## src/rtl/keypad_scan.sv

```systemverilog
// keypad_scan: 4x4 matrix keypad scanner with whole-frame debouncing.
// Drives one column low at a time and reports each debounced key press once.
module keypad_scan #(
  parameter int SCAN_DIV = 50000,
  parameter int DEBOUNCE = 4
) (
  input  logic       clk,
  input  logic       rst_n,
  input  logic [3:0] filas,
  output logic [3:0] columnas,
  output logic [3:0] tecla,
  output logic       valida,
  output logic       presionada
);
  localparam int DW = $clog2(SCAN_DIV);
  localparam int SW = $clog2(DEBOUNCE + 1);
  localparam logic [DW-1:0] DWELL_LAST = DW'(SCAN_DIV - 1);
  localparam logic [SW-1:0] STABLE_MAX = SW'(DEBOUNCE);
  localparam logic [1:0] K_NONE  = 2'd0;
  localparam logic [1:0] K_ONE   = 2'd1;
  localparam logic [1:0] K_MULTI = 2'd2;

  typedef enum logic {IDLE, HELD} state_t;

  function automatic logic [SW-1:0] sat_inc(input logic [SW-1:0] cnt);
    logic [SW-1:0] res;
    if (cnt >= STABLE_MAX) res = STABLE_MAX;
    else                   res = cnt + SW'(1);
    return res;
  endfunction

  logic [3:0]    filas_p0, filas_s;
  logic [DW-1:0] dwell;
  logic [1:0]    col;
  logic [1:0]    acc_kind, prev_kind, cand_kind;
  logic [3:0]    acc_code, prev_code, cand_code;
  logic [SW-1:0] stable_cnt, stable_nxt;
  logic [2:0]    zeros;
  logic [1:0]    zrow;
  logic          sample, frame_end;
  logic          valida_d, load_tecla;
  state_t        state_q, state_d;

  assign columnas   = ~(4'b0001 << col);
  assign presionada = (state_q == HELD);
  assign sample     = (dwell == DWELL_LAST);
  assign frame_end  = sample && (col == 2'd3);

  // Fold this column's row sample into the running frame candidate.
  always_comb begin
    zeros     = 3'd0;
    zrow      = 2'd0;
    cand_kind = acc_kind;
    cand_code = acc_code;
    for (int r = 0; r < 4; r++) begin
      if (!filas_s[r]) begin
        zeros = zeros + 3'd1;
        zrow  = 2'(r);
      end
    end
    if (zeros != 3'd0) begin
      if (acc_kind == K_NONE && zeros == 3'd1) begin
        cand_kind = K_ONE;
        cand_code = {zrow, col};
      end else begin
        cand_kind = K_MULTI;
        cand_code = 4'd0;
      end
    end
    if ({cand_kind, cand_code} == {prev_kind, prev_code}) stable_nxt = sat_inc(stable_cnt);
    else                                                  stable_nxt = SW'(1);
  end

  always_comb begin
    state_d    = state_q;
    valida_d   = 1'b0;
    load_tecla = 1'b0;
    if (frame_end && stable_nxt == STABLE_MAX) begin
      case (state_q)
        IDLE: if (cand_kind == K_ONE) begin
          state_d    = HELD;
          valida_d   = 1'b1;
          load_tecla = 1'b1;
        end
        HELD: if (cand_kind == K_NONE) state_d = IDLE;
        default: state_d = IDLE;
      endcase
    end
  end

  always_ff @(posedge clk or negedge rst_n) begin
    if (!rst_n) state_q <= IDLE;
    else        state_q <= state_d;
  end

  // Synchronizer, scan counters, frame accumulator and report registers.
  always_ff @(posedge clk or negedge rst_n) begin
    if (!rst_n) begin
      filas_p0   <= 4'hF;
      filas_s    <= 4'hF;
      dwell      <= '0;
      col        <= 2'd0;
      acc_kind   <= K_NONE;
      acc_code   <= 4'd0;
      prev_kind  <= K_NONE;
      prev_code  <= 4'd0;
      stable_cnt <= '0;
      tecla      <= 4'd0;
      valida     <= 1'b0;
    end else begin
      filas_p0 <= filas;
      filas_s  <= filas_p0;
      valida   <= valida_d;
      if (load_tecla) tecla <= cand_code;
      if (sample) begin
        dwell <= '0;
        col   <= col + 2'd1;
        if (frame_end) begin
          acc_kind   <= K_NONE;
          acc_code   <= 4'd0;
          prev_kind  <= cand_kind;
          prev_code  <= cand_code;
          stable_cnt <= stable_nxt;
        end else begin
          acc_kind <= cand_kind;
          acc_code <= cand_code;
        end
      end else begin
        dwell <= dwell + DW'(1);
      end
    end
  end
endmodule

```

## config.mk

```make
export PLATFORM = sky130hd
export DESIGN_NAME = keypad_scan
export DESIGN_NICKNAME = d
export VERILOG_FILES = /design/src/rtl/keypad_scan.sv
export SDC_FILE = /design/constraint.sdc
export NUM_CORES = 1
export LEC_CHECK = 0
export BUFFER_PORTS_ARGS = -buffer_cell sky130_fd_sc_hd__buf_2
export CAP_MARGIN = 0
export CORE_UTILIZATION = 45
export CTS_CLUSTER_DIAMETER = 40
export CTS_CLUSTER_SIZE = 14
export DETAILED_ROUTE_END_ITERATION = 16
export PLACE_DENSITY = 0.71
export SETUP_SLACK_MARGIN = 0.02
export SYNTH_ARGS = -nofsm -noshare
export SYNTH_HDL_FRONTEND = slang
export SYNTH_SLANG_ARGS = --single-unit
```

## constraint.sdc

```tcl
create_clock -name clk -period 2.85 [get_ports clk]
set_input_delay 0.285 -clock clk [delete_from_list [all_inputs] [get_ports clk]]
set_output_delay 0.285 -clock clk [all_outputs]
set_load 0.05 [all_outputs]
```

=== After elaboration in Yosys (flattened, before gate mapping) ===
Cells that the tools add are included.

* Flip-flop bits (word level): 47
* Input bits: 6
* Output and inout port bits: 10
* Word-level logic and storage cells: 56

* $add $sub $neg: 6
* Order comparisons: 1
* Eq/ne operators: 6
* Shift-type cells: 1
* Multiplexer cells: 21
* Bitwise gates (word level): 2
* Reduce and logical (&&, ||, !) cells: 7

{| class="wikitable"
|+ Operators with widths
! kind !! number
|-
| 16-bit by 1-bit adder with 16-bit output, second input constant || 1
|-
| 16-bit equality test, second input constant || 1
|-
| 16-bit 2-to-1 mux || 1
|-
| 2-bit 2-to-1 mux || 6
|-
| 3-bit 2-to-1 mux || 4
|-
| 4-bit 2-to-1 mux || 3
|-
| 3-bit by 1-bit adder with 3-bit output, second input constant || 3
|-
| 6-bit equality test || 1
|-
| 1-bit 2-to-1 mux || 6
|-
| 2-bit zero test || 2
|-
| 4-bit NOT || 1
|-
| 1-bit by 2-bit left shift with 4-bit output, first input constant || 1
|-
| 3-bit by 1-bit equality test with 1-bit output, second input constant || 1
|-
| 3-bit equality test, second input constant || 1
|-
| 3-bit greater-or-equal comparator, second input constant || 1
|-
| 1-bit logical AND || 3
|-
| 3-bit nonzero test || 1
|-
| 1-bit by 1-bit adder with 2-bit output, second input constant || 1
|-
| 2-bit by 1-bit adder with 2-bit output, second input constant || 1
|-
| 2-bit by 1-bit equality test with 1-bit output, second input constant || 1
|-
| 2-bit equality test, second input constant || 1
|-
| 1-bit case mux with 2 select lines || 1
|-
| 2-bit AND reduction || 1
|-
| 1-bit NOT || 1
|}

=== Longest topological paths before layout ===
Gate-level depths: netlist (run 1).

* Depth in word-level cells: 16
* Mapped depth: 12
* Mapped depth without buffers: 12

=== Least setup slack after synthesis (run 1) ===
No wires, ideal clock.

* Path kind: register to register
* Start point: reg filas_s[0]
* End point: reg tecla[0]
* Setup time: 0.128 ns
* Data arrival time: 2.903 ns
* Data required time: 2.722 ns
* Slack: -0.180 ns
* Stages on the path, launching flop included: 13
* Path buffers: 1
* Clock period less this slack: 3.030 ns
* Cells stage by stage: dfstp_2 > inv_1 > ha_1 > buf_2 > xnor2_1 > ha_1 > nand2b_1 > xor2_1 > a211oi_1 > xnor2_1 > and4_4 > nand4_4 > mux2_1

* Word-level cells in the longest chain between the ends: 16
* Elaborated cells on any way between the ends: 22
* Those cells by class: add/sub (3); eq/ne (4); mux (12); reduce/logical (3)

{| class="wikitable"
|+ Ends and longest elaborated chain
! element !! RTL line !! text
|-
| start, declared || 32 || <nowiki>logic [3:0] filas_p0, filas_s;</nowiki>
|-
| start signal, assigned || 112 || <nowiki>filas_s <= filas_p0;</nowiki>
|-
| 1-bit 2-to-1 mux * || 56 || <nowiki>if (!filas_s[r]) begin</nowiki>
|-
| 1-bit by 1-bit adder with 2-bit output || 57 || <nowiki>zeros = zeros + 3'd1;</nowiki>
|-
| 2-bit 2-to-1 mux * || 56 ||
|-
| 3-bit by 1-bit adder with 3-bit output || 57 ||
|-
| 3-bit 2-to-1 mux * || 56 ||
|-
| 3-bit by 1-bit adder with 3-bit output || 57 ||
|-
| 3-bit 2-to-1 mux * || 56 ||
|-
| 3-bit by 1-bit equality test with 1-bit output || 62 || <nowiki>if (acc_kind == K_NONE && zeros == 3'd1) begin</nowiki>
|-
| 1-bit logical AND || 62 ||
|-
| 4-bit 2-to-1 mux or 2-bit 2-to-1 mux (tied branches) || 62 ||
|-
| 4-bit 2-to-1 mux or 2-bit 2-to-1 mux (tied branches) || 61 || <nowiki>if (zeros != 3'd0) begin</nowiki>
|-
| 6-bit equality test || 70 || <nowiki>if ({cand_kind, cand_code} == {prev_kind, prev_code}) stable_nxt = sat_inc(stable_cnt);</nowiki>
|-
| 3-bit 2-to-1 mux || 70 ||
|-
| 3-bit equality test || 78 || <nowiki>if (frame_end && stable_nxt == STABLE_MAX) begin</nowiki>
|-
| 1-bit logical AND || 78 ||
|-
| 1-bit 2-to-1 mux || 78 ||
|-
| end signal, assigned || 114 || <nowiki>if (load_tecla) tecla <= cand_code;</nowiki>
|-
| end, declared || 11 || <nowiki>output logic [3:0] tecla,</nowiki>
|}

Every way passes the cells marked *; elsewhere a longest branch is shown, timed or not.
A chain may end at the register's enable or synchronous reset.

=== Final worst setup path (run 1) ===
* Start point: reg filas_s[1]
* End point: reg tecla[2]

* Word-level cells in the longest chain between the ends: 14
* Elaborated cells on any way between the ends: 23
* Those cells by class: add/sub (2); eq/ne (4); mux (14); reduce/logical (3)

{| class="wikitable"
|+ Ends and longest elaborated chain
! element !! RTL line
|-
| 2-bit 2-to-1 mux || 56
|-
| 3-bit by 1-bit adder with 3-bit output || 57
|-
| 3-bit 2-to-1 mux || 56
|-
| 3-bit by 1-bit adder with 3-bit output || 57
|-
| 3-bit 2-to-1 mux || 56
|-
| 3-bit by 1-bit equality test with 1-bit output || 62
|-
| 1-bit logical AND || 62
|-
| 4-bit 2-to-1 mux or 2-bit 2-to-1 mux (tied branches) || 62
|-
| 4-bit 2-to-1 mux or 2-bit 2-to-1 mux (tied branches) || 61
|-
| 6-bit equality test || 70
|-
| 3-bit 2-to-1 mux || 70
|-
| 3-bit equality test || 78
|-
| 1-bit logical AND || 78
|-
| 1-bit 2-to-1 mux || 78
|}

Parallel ways exist; a longest one is shown, timed or not.

==> results of run 1 <==
==> report_power, final <==
part           internal [uW]  switching [uW]  leakage [uW]
logic                    110             114      0.000714
registers                677            5.43      0.000615
clock network            199             222     0.0000484
total                    985             342       0.00138
==> registers in the layout (all words and copies together), names as in the netlist, named ones only <==
register,count
valida,1
prev_code,4
dwell,16
prev_kind,2
filas_s,4
filas_p0,4
col,2
stable_cnt,3
acc_kind,2
acc_code,4
tecla,4
==> metrics by stage <==
stage	setup slack, ns	power [uW]	hold WS [ns]	utilization
floorplan	-0.0188	799	-0.0106	-
global placement	0.0311	866	0.346	0.535
detailed placement	-0.0151	870	0.347	0.535
CTS	0.0212	1300	0.0728	0.563
global route	-0.0937	1390	0.0647	0.587
finish	-0.0128	1330	0.0741	0.587
==> cell usage in the layout (no fill, tap or decap), types with 2 or more instances in the layout <==
cell type,count
a211oi_4,2
a21oi_1,6
a22o_1,4
and3_1,2
buf_2,15
buf_4,22
clkbuf_8,6
dfrtp_1,39
dfstp_2,8
ha_1,8
ha_4,2
inv_1,13
inv_2,3
mux2_4,3
mux2i_1,2
nand2_1,31
nand2b_4,2
nand3_1,9
nand4_1,3
nor2_1,21
nor2b_1,2
nor3_1,3
o21ai_0,2
o21ai_1,7
or3_1,4
or4_4,2
xnor2_1,10
xnor2_2,4
xor2_1,8
==> kinds of logic after synthesis <==
group | count (synthesis) | synth area share
AND/OR/NAND/NOR | 98 | 0.212
flip-flops | 47 | 0.488
AO/OA/AOI/OAI | 32 | 0.0957
XOR/XNOR | 24 | 0.0926
buffers and inverters | 24 | 0.0386
adder cells (fa/ha/maj) | 10 | 0.0515
multiplexers | 5 | 0.0221
==> metal layers <==
metal	GRT usage	up-vias	wire, um	part of all wire
met4	0.0679	0	87	0.017
met1	0.260	886	2340	0.46
li1	-	898	-	-
met5	0	-	0	0
met3	0.0317	6	117	0.023
met2	0.317	28	2500	0.50
==> worst max path at each step <==
stage                           to  slack, ns  depth (start not counted)
final                     tecla[2]      -0.01                          9
after detailed placement  tecla[2]      -0.02                         11
after CTS                 tecla[2]       0.02                         11
after global routing      tecla[2]      -0.09                         11
after global placement    tecla[0]       0.03                         11
after floorplan           tecla[2]      -0.02                         12
==> what timing repair did <==
item,4_1_cts,5_1_grt
setup endpoints to repair,4,9
pin swaps,5,13
resized for setup,5,14
endpoints found under the hold margin,0,0
hold buffers,0,0
buffers inserted,2,4
==> final cells by class <==
cell class                      count  area [um^2]
Fill cell                         437         2120
Multi-Input combinational cell    169         1330
Sequential cell                    47         1190
Timing Repair Buffer               38          251
Tap cell                           70         87.6
Clock buffer                        7         86.3
Inverter                           17         63.8
Clock inverter                      1         8.76
==> critical path, delay by kind of cell, from the launching register on <==
kind / cells / cell delay (ns)
simple gates: 3 / 0.83
flops: 1 / 0.55
xor+xnor: 2 / 0.42
mux: 1 / 0.32
compound gates: 1 / 0.31
fa+ha+maj: 1 / 0.28
buf+inv: 1 / 0.04
==> results.ini, run 1 <==
[outcome]
status=complete, but fails checks
violations=negative setup slack

[worst_hold_path]
whs_endpoint=filas_p0[1]
whs_path_depth=1
hold_class=input pin to flip-flop
hold_start=filas[1]

[power_and_ir_drop]
p_leak_uw=0.00138
ir_worst_vdd_mv=0.279
p_per_area_mw_per_mm2=440

[floorplanning]
coreArea_mm2=0.00514
dieArea_mm2=0.00570
start_util=0.473
die_y_um=75.5
die_w_um=75.5
rows=26
ios=16

[sta]
worst_pin_slew_ns=1.01
final-max-slew-violation-count=0
hold_viol=0
worst_slack_ns=-0.0128
fin_crit_sh=1.00
fmax_mhz=349
rsz0062_at_grt=true
relSlewSlack=0.326
skew_ns=0.00592
finalSetupTns_ns=-0.0260
period_needed_ns=2.86
setup_violations=3

[placement]
place_area_mm2=0.00275
place_congestion=0.761
dp_cells=335
port_buffers=15
post-dp-hpwl_um=3350

[cts]
numCtsBuffers=5
insertion_delay_ns=0.30
htreeDepth=2
tritoncts=yes
max-clock-path-buffers=2
clkSinkCount=47
cts-root-buf=clkbuf_8
clk_pin_slew_worst_paths_ns=0.08

[route]
drtIter0Drc=110
routed_wl_um=5040
drtAntennaViolNets=0
wl_per_cell_um=14.5
viasPerCell=5.21
vias=1818
drc=0
detail_route.first_pass.iterations=4

[synth]
syn_nets=256
synth.distinct_cells=52
synth_async_sr_flop_share=1.00
synth-edff-count=0
synthCells=240
netlist_top_cells_area=dfrtp_1 40%, dfstp_2 8.6%, ha_1 5.1%
yosysSeqAreaShare=0.488
synth_top_area_frac=0.401
synth_ff_type=dfrtp_1
synth.top_cells.by_count=39 x dfrtp_1, 31 x nand2_1, 22 x nor2_1
syn_area_mm2=0.00243
yosys.cell_count.top_type=dfrtp_1
synth-seq-cells=47
yosys.area.top_type=dfrtp_1
syn_area_per_cell_um2=10.1
yosys_warnings=0

[cells_and_area]
postLayoutCellArea_mm2=0.00302
fin_nets=294
syn_to_final_growth_pct=24.1
antenna_cells=0
drive_above_1_share=0.305
finalNonFillerCells=349

[global_routing]
grt_start_max_net_pins=48
grt_pass1_wl_um=8110
grt_pass1_vias=1746
grt_antenna_before_repair=0
grtUsageTotal=0.193
grt_remaining_overflow=0

[worst_setup_path]
startpoint_type=flip-flop
worstPathMaxFanout=4
reg2reg_to=tecla[2]
worstPathRequired_ns=3.04
critPathSlowestCell=dfstp_2
r2r-start=filas_s[1]
critPathKind=flip-flop to flip-flop
reg2regPathDepth=9
critPathMaxStageDelay_ns=0.55
reg2reg_slack_ns=-0.01
arrival_ns=3.05
startpoint=filas_s[1]
critical_path.cell_chain=inv_2, ha_4, xnor3_2, or4_4, a211oi_4, xnor2_2, and4_4, nand4_4, mux2_4
end_kind=flip-flop

[run]
drv_cap=0

No activity file was read; power rests on OpenSTA's default activity.
==> run 2, diff against run 1 <==
Settings changed: PLACE_DENSITY 0.71 to 0.7, REMOVE_ABC_BUFFERS set to 1.
==> results.ini, run 2 (synthesized netlist as in run 1, its figures left out) <==
[cells_and_area]
n_fill_cell=442  ; +1.1%
final_common_cell=dfrtp_1
mostFrequentLayoutCells=39 x dfrtp_1, 31 x nand2_1, 26 x buf_4
antenna_cells=0  ; unchanged
multi_input_comb_area_mm2=0.00134  ; +0.75%
syn_to_final_growth_pct=26.3
postLayoutCellArea_mm2=0.00307  ; +1.7%
regArea_mm2=0.00119  ; unchanged
regMostFlops=dwell
fin_nets=298  ; +1.4%
drive_above_1_share=0.304  ; -0.000773
largest_reg_flops=16  ; unchanged
finalNonFillerCells=353  ; +1.1%

[sta]
final-max-slew-violation-count=0  ; unchanged
relSlewSlack=0.318  ; -0.00835
finalSetupTns_ns=-0.0239  ; +0.00214 ns
worst_pin_slew_ns=1.02  ; +0.0125 ns
setup_violations=3  ; unchanged
fin_crit_sh=1.00  ; about the same
rsz0062_at_grt=true
fmax_mhz=350  ; about the same
period_needed_ns=2.86  ; -0.00267 ns
hold_viol=0  ; unchanged
skew_ns=0.00741  ; +0.00149 ns
worst_slack_ns=-0.0101  ; +0.00267 ns

[floorplanning]
dieArea_mm2=0.00570  ; unchanged
die_w_um=75.5  ; unchanged
ios=16  ; unchanged
die_y_um=75.5  ; unchanged
start_util=0.473  ; unchanged
rows=26  ; unchanged
coreArea_mm2=0.00514  ; unchanged

[placement]
place_congestion=0.848  ; +11%
port_buffers=15  ; unchanged
place_ws_ns=-0.175  ; -0.160 ns
place_area_mm2=0.00274  ; -0.27%
post-dp-hpwl_um=3440  ; +2.5%
dp_cells=342  ; +2.1%

[route]
vias=1816  ; -0.11%
routed_wl_um=5050  ; about the same
drtIter0Drc=89  ; -19%
detail_route.first_pass.iterations=4  ; unchanged
drtAntennaViolNets=0  ; unchanged
wl_per_cell_um=14.3  ; -1.1%
viasPerCell=5.14  ; -1.2%
drc=0  ; unchanged

[worst_setup_path]
end_kind=flip-flop
reg2regPathDepth=9  ; unchanged
arrival_ns=3.05  ; about the same
r2r-start=filas_s[1]
reg2reg_slack_ns=-0.01  ; about the same
worstPathMaxFanout=4  ; unchanged
reg2reg_to=tecla[2]
critPathKind=flip-flop to flip-flop
worstPathRequired_ns=3.04  ; about the same
startpoint_type=flip-flop

[worst_hold_path]
whs_endpoint=filas_p0[3]
hold_class=input pin to flip-flop
whs_path_depth=1  ; unchanged
hold_start=filas[3]

[cts]
insertion_delay_ns=0.30  ; about the same
tritoncts=yes
htreeDepth=2  ; unchanged
max-clock-path-buffers=2  ; unchanged
numCtsBuffers=5  ; unchanged
cts-root-buf=clkbuf_8
clk_pin_slew_worst_paths_ns=0.08  ; about the same
clkSinkCount=47  ; unchanged

[run]
drv_cap=0  ; unchanged

[global_routing]
use_met1=0.248  ; -0.0120
top_usage_layer=met2
grt_start_max_net_pins=48  ; unchanged
grt_pass1_wl_um=8200  ; +1.2%
grtUsageMet3=0.0450  ; +0.0132
grt_antenna_before_repair=0  ; unchanged
grtUsageTotal=0.196  ; +0.00322
grt_remaining_overflow=0  ; unchanged
grt_pass1_vias=1817  ; +4.1%
grt_util_met2=0.329  ; +0.0119

[outcome]
status=complete, but fails checks
violations=negative setup slack

[power_and_ir_drop]
p_leak_uw=0.00140  ; +1.3%
ir_worst_vdd_mv=0.281  ; +0.96%
p_per_area_mw_per_mm2=450  ; +2.4%

==> run 2: cell count changes in the layout (fill, tap and decap cells not counted), sizes merged <==
cell / previous run / this run
clkinv: 2 / 3
bufinv: 0 / 1
buf: 38 / 42
clkbuf: 7 / 5
==> run 2: final cells by class <==
class,instances,share of cell area
clock buffers,5,0.0224
clock inverters,3,0.0126
inverters,17,0.0208
multi-input cells,169,0.438
flip-flops and latches,47,0.386
well taps,70,0.0285
repair buffers,42,0.0917
==> run 2: repair_timing <==
action                                  CTS  global route
pin swaps                                 9             6
resized for setup                        19            12
setup buffers                             1             2
hold buffers                              0             0
endpoints found under the setup margin    9             9
hold endpoints to repair                  0             0
==> run 2: metal layers <==
metal / share of wire / vias to the layer above
met1: 0.46 / 871
met5: 0 / -
met4: 0.023 / 0
li1: - / 908
met3: 0.026 / 12
met2: 0.49 / 25
==> run 2: power breakdown <==
group | internal [uW] | switching (uW) | leakage (uW)
Combinational | 112 | 120 | 0.000725
Clock | 257 | 213 | 0.0000556
Sequential | 677 | 3.99 | 0.000615
==> run 2: critical path: stages, from the launching register on <==
cell and delay (ns):
dfstp_2 0.54, inv_2 0.05, ha_4 0.29, xnor3_2 0.27, or4_4 0.44, a211oi_4 0.27, xnor2_1 0.17, and4_4 0.26
nand4_4 0.12, mux2_4 0.33
==> run 2: how the worst max path moves through the flow <==
| stage | from | to | slack (ns) | cells after the start |
|---|---|---|---|---|
| 2_1_floorplan | filas_s[1] | tecla[0] | -0.21 | 9 |
| 3_3_place_gp | filas_s[0] | tecla[0] | -0.1 | 11 |
| 3_5_place_dp | filas_s[0] | tecla[2] | -0.18 | 11 |
| 4_1_cts | filas_s[1] | tecla[2] | 0.008 | 9 |
| 5_1_grt | filas_s[1] | tecla[2] | -0.13 | 12 |
| 6_report | filas_s[1] | tecla[2] | -0.01 | 9 |
==> run 2: stage by stage <==
stage          hold slack [ns]  utilization  power, uW
6_report                0.0844        0.597       1380
3_5_place_dp             0.347        0.534        865
2_1_floorplan          -0.0106            -        784
5_1_grt                 0.0628        0.597       1440
3_3_place_gp             0.346        0.534        862
4_1_cts                 0.0754        0.577       1360
==> run 3, diff against run 2 <==
Settings changed: PLACE_DENSITY 0.7 to 0.67.
==> results.ini, run 3 (synthesized netlist as in run 1, its figures left out) <==
[global_routing]
grtUsageTotal=0.198  ; +0.00177
grt_antenna_before_repair=0  ; unchanged
grt_remaining_overflow=0  ; unchanged
grt_start_max_net_pins=48  ; unchanged
grt_pass1_vias=1811  ; -0.33%
grt_pass1_wl_um=8310  ; +1.3%

[power_and_ir_drop]
power_frac_clock=0.312  ; -0.028
switching_power_uw=326  ; -3.4%
p_per_area_mw_per_mm2=430  ; -4.6%
p_leak_uw=0.00140  ; about the same
ir_worst_vdd_mv=0.376  ; +34%
p_int_uw=978  ; -6.5%
pwr-share-comb=0.166  ; -0.002
swShare=0.250  ; +0.00610
seqPwrFrac=0.523  ; +0.031

[sta]
hold_viol=0  ; unchanged
fin_crit_sh=1.01  ; +0.00988
worst_pin_slew_ns=1.05  ; +0.0252 ns
worst_slack_ns=-0.0383  ; -0.0282 ns
rsz0062_at_grt=true
fmax_mhz=346  ; -0.98%
setup_violations=3  ; unchanged
final-max-slew-violation-count=0  ; unchanged
relSlewSlack=0.301  ; -0.0168
skew_ns=0.00679  ; -0.000626 ns
worst_hold_slack_ns=0.0799  ; -0.00445 ns
period_needed_ns=2.89  ; +0.0282 ns

[cells_and_area]
largest_reg_flops=16  ; unchanged
mostFrequentLayoutCells=39 x dfrtp_1, 31 x nand2_1, 25 x buf_4
final_common_cell=dfrtp_1
drive_above_1_share=0.316  ; +0.0119
fin_nets=300  ; +0.67%
regMostFlops=dwell
syn_to_final_growth_pct=24.8
finalNonFillerCells=355  ; +0.57%
antenna_cells=0  ; unchanged
regArea_mm2=0.00119  ; unchanged
n_fill_cell=446  ; +0.90%
multi_input_comb_area_mm2=0.00130  ; -3.0%

[route]
drtIter0Drc=93  ; +4.5%
viasPerCell=5.15  ; about the same
drc=0  ; unchanged
dr_wl_met2_um=2500  ; +0.97%
wl_per_cell_um=14.1  ; -1.1%
detail_route.first_pass.iterations=4  ; unchanged
drtAntennaViolNets=0  ; unchanged
wl_met1_um=2340  ; +0.60%
routed_wl_um=5020  ; -0.52%
top_layer=met4
wl_met3_um=129  ; unchanged
vias=1827  ; +0.61%

[outcome]
status=complete, but fails checks
violations=negative setup slack

[worst_setup_path]
reg2reg_to=tecla[1]
critPathSlowestCell=dfstp_2
end_kind=flip-flop
r2r-start=filas_s[0]
startpoint=filas_s[0]
critPathKind=flip-flop to flip-flop
reg2regPathDepth=11  ; +2
critPathMaxStageDelay_ns=0.56  ; +0.02 ns
critical_path.cell_chain=inv_2, ha_4, xnor2_2, ha_1, nand2b_1, o31ai_4, o32ai_1, a22o_1, a32o_2, nand4_4, mux2_4
arrival_ns=3.07  ; +0.02 ns
worstPathRequired_ns=3.04  ; about the same
reg2reg_slack_ns=-0.04  ; -0.03 ns
startpoint_type=flip-flop
worstPathMaxFanout=5  ; +1
critPathCapture=tecla[1]

[worst_hold_path]
whs_path_depth=1  ; unchanged
hold_class=input pin to flip-flop

[floorplanning]
die_w_um=75.5  ; unchanged
rows=26  ; unchanged
ios=16  ; unchanged
coreArea_mm2=0.00514  ; unchanged
start_util=0.473  ; unchanged
die_y_um=75.5  ; unchanged
dieArea_mm2=0.00570  ; unchanged

[cts]
numCtsBuffers=5  ; unchanged
clk_pin_slew_worst_paths_ns=0.08  ; about the same
max-clock-path-buffers=2  ; unchanged
insertion_delay_ns=0.30  ; about the same
tritoncts=yes
clkSinkCount=47  ; unchanged
cts-root-buf=clkbuf_8
htreeDepth=2  ; unchanged

[placement]
port_buffers=15  ; unchanged
post-dp-hpwl_um=3360  ; -2.2%
place_congestion=0.817  ; -3.6%
dp_cells=342  ; unchanged

[run]
drv_cap=0  ; unchanged

-- run 3: changes by cell type in the layout (fill, tap and decap cells not counted), moves of 2 or more --
cell     previous run  this run
ha_4                3         1
xnor2_2             0         3
xnor2_4             2         0
buf_6               1         3
-- run 3: layout make-up --
class / instances / area share
clock buffer: 7 / 0.0285
clock inverter: 1 / 0.00165
inverter: 17 / 0.0210
multi-input combinational: 169 / 0.430
sequential: 47 / 0.391
tap: 70 / 0.0289
timing repair buffer: 44 / 0.0994
-- run 3: worst min-delay path by stage --
stage / start / to
after floorplan: rst_n / asynchronous set/reset pin
after global placement: filas_p0[0] / filas_s[0]
after detailed placement: filas_p0[1] / filas_s[1]
after CTS: filas[1] / filas_p0[1]
after global routing: filas[1] / filas_p0[1]
final: filas[1] / filas_p0[1]
-- run 3: worst max-delay path, delay by kind of cell, from the launching register on --
family / cells / cell delay, ns
DFF: 1 / 0.56
and+or+nand+nor: 2 / 0.30
buffers and inverters: 1 / 0.05
adders and majority gates: 2 / 0.54
AOI/OAI and AO/OA: 4 / 0.86
muxes: 1 / 0.32
xor gates and xnor gates: 1 / 0.13
-- run 3: power by group through the flow --
| stage | registers [uW] | logic [uW] | clock network (uW) |
|---|---|---|---|
| after global placement | 693 | 170 | 0 |
| after CTS | 681 | 193 | 419 |
| after global routing | 682 | 233 | 445 |
| final | 681 | 216 | 406 |
| after detailed placement | 693 | 171 | 0 |
| after floorplan | 694 | 90.1 | 0 |
-- run 3: layer usage --
layer / up-vias / GRT usage
met5: - / 0
met1: 892 / 0.277
met3: 5 / 0.0397
li1: 906 / -
met2: 24 / 0.318
met4: 0 / 0.0494
-- run 3: timing repair --
action	in CTS	in global routing
setup endpoints to repair	9	7
setup buffers	0	4
gates cloned	1	0
pin swaps	13	7
hold buffers	0	0
gates resized for setup	17	15
-- run 3: stage by stage --
step           power, uW  worst slack [ns]  setup TNS (ns)   util  area, um^2
6_report            1300           -0.0383          -0.109  0.590        3030
5_1_grt             1360            -0.138          -0.640  0.590        3030
4_1_cts             1290            0.0166               0  0.569        2920
3_5_place_dp         864            -0.147          -0.598  0.534        2740
3_3_place_gp         863           -0.0736          -0.288  0.534        2740
2_1_floorplan        784            -0.209          -0.664      -        2400
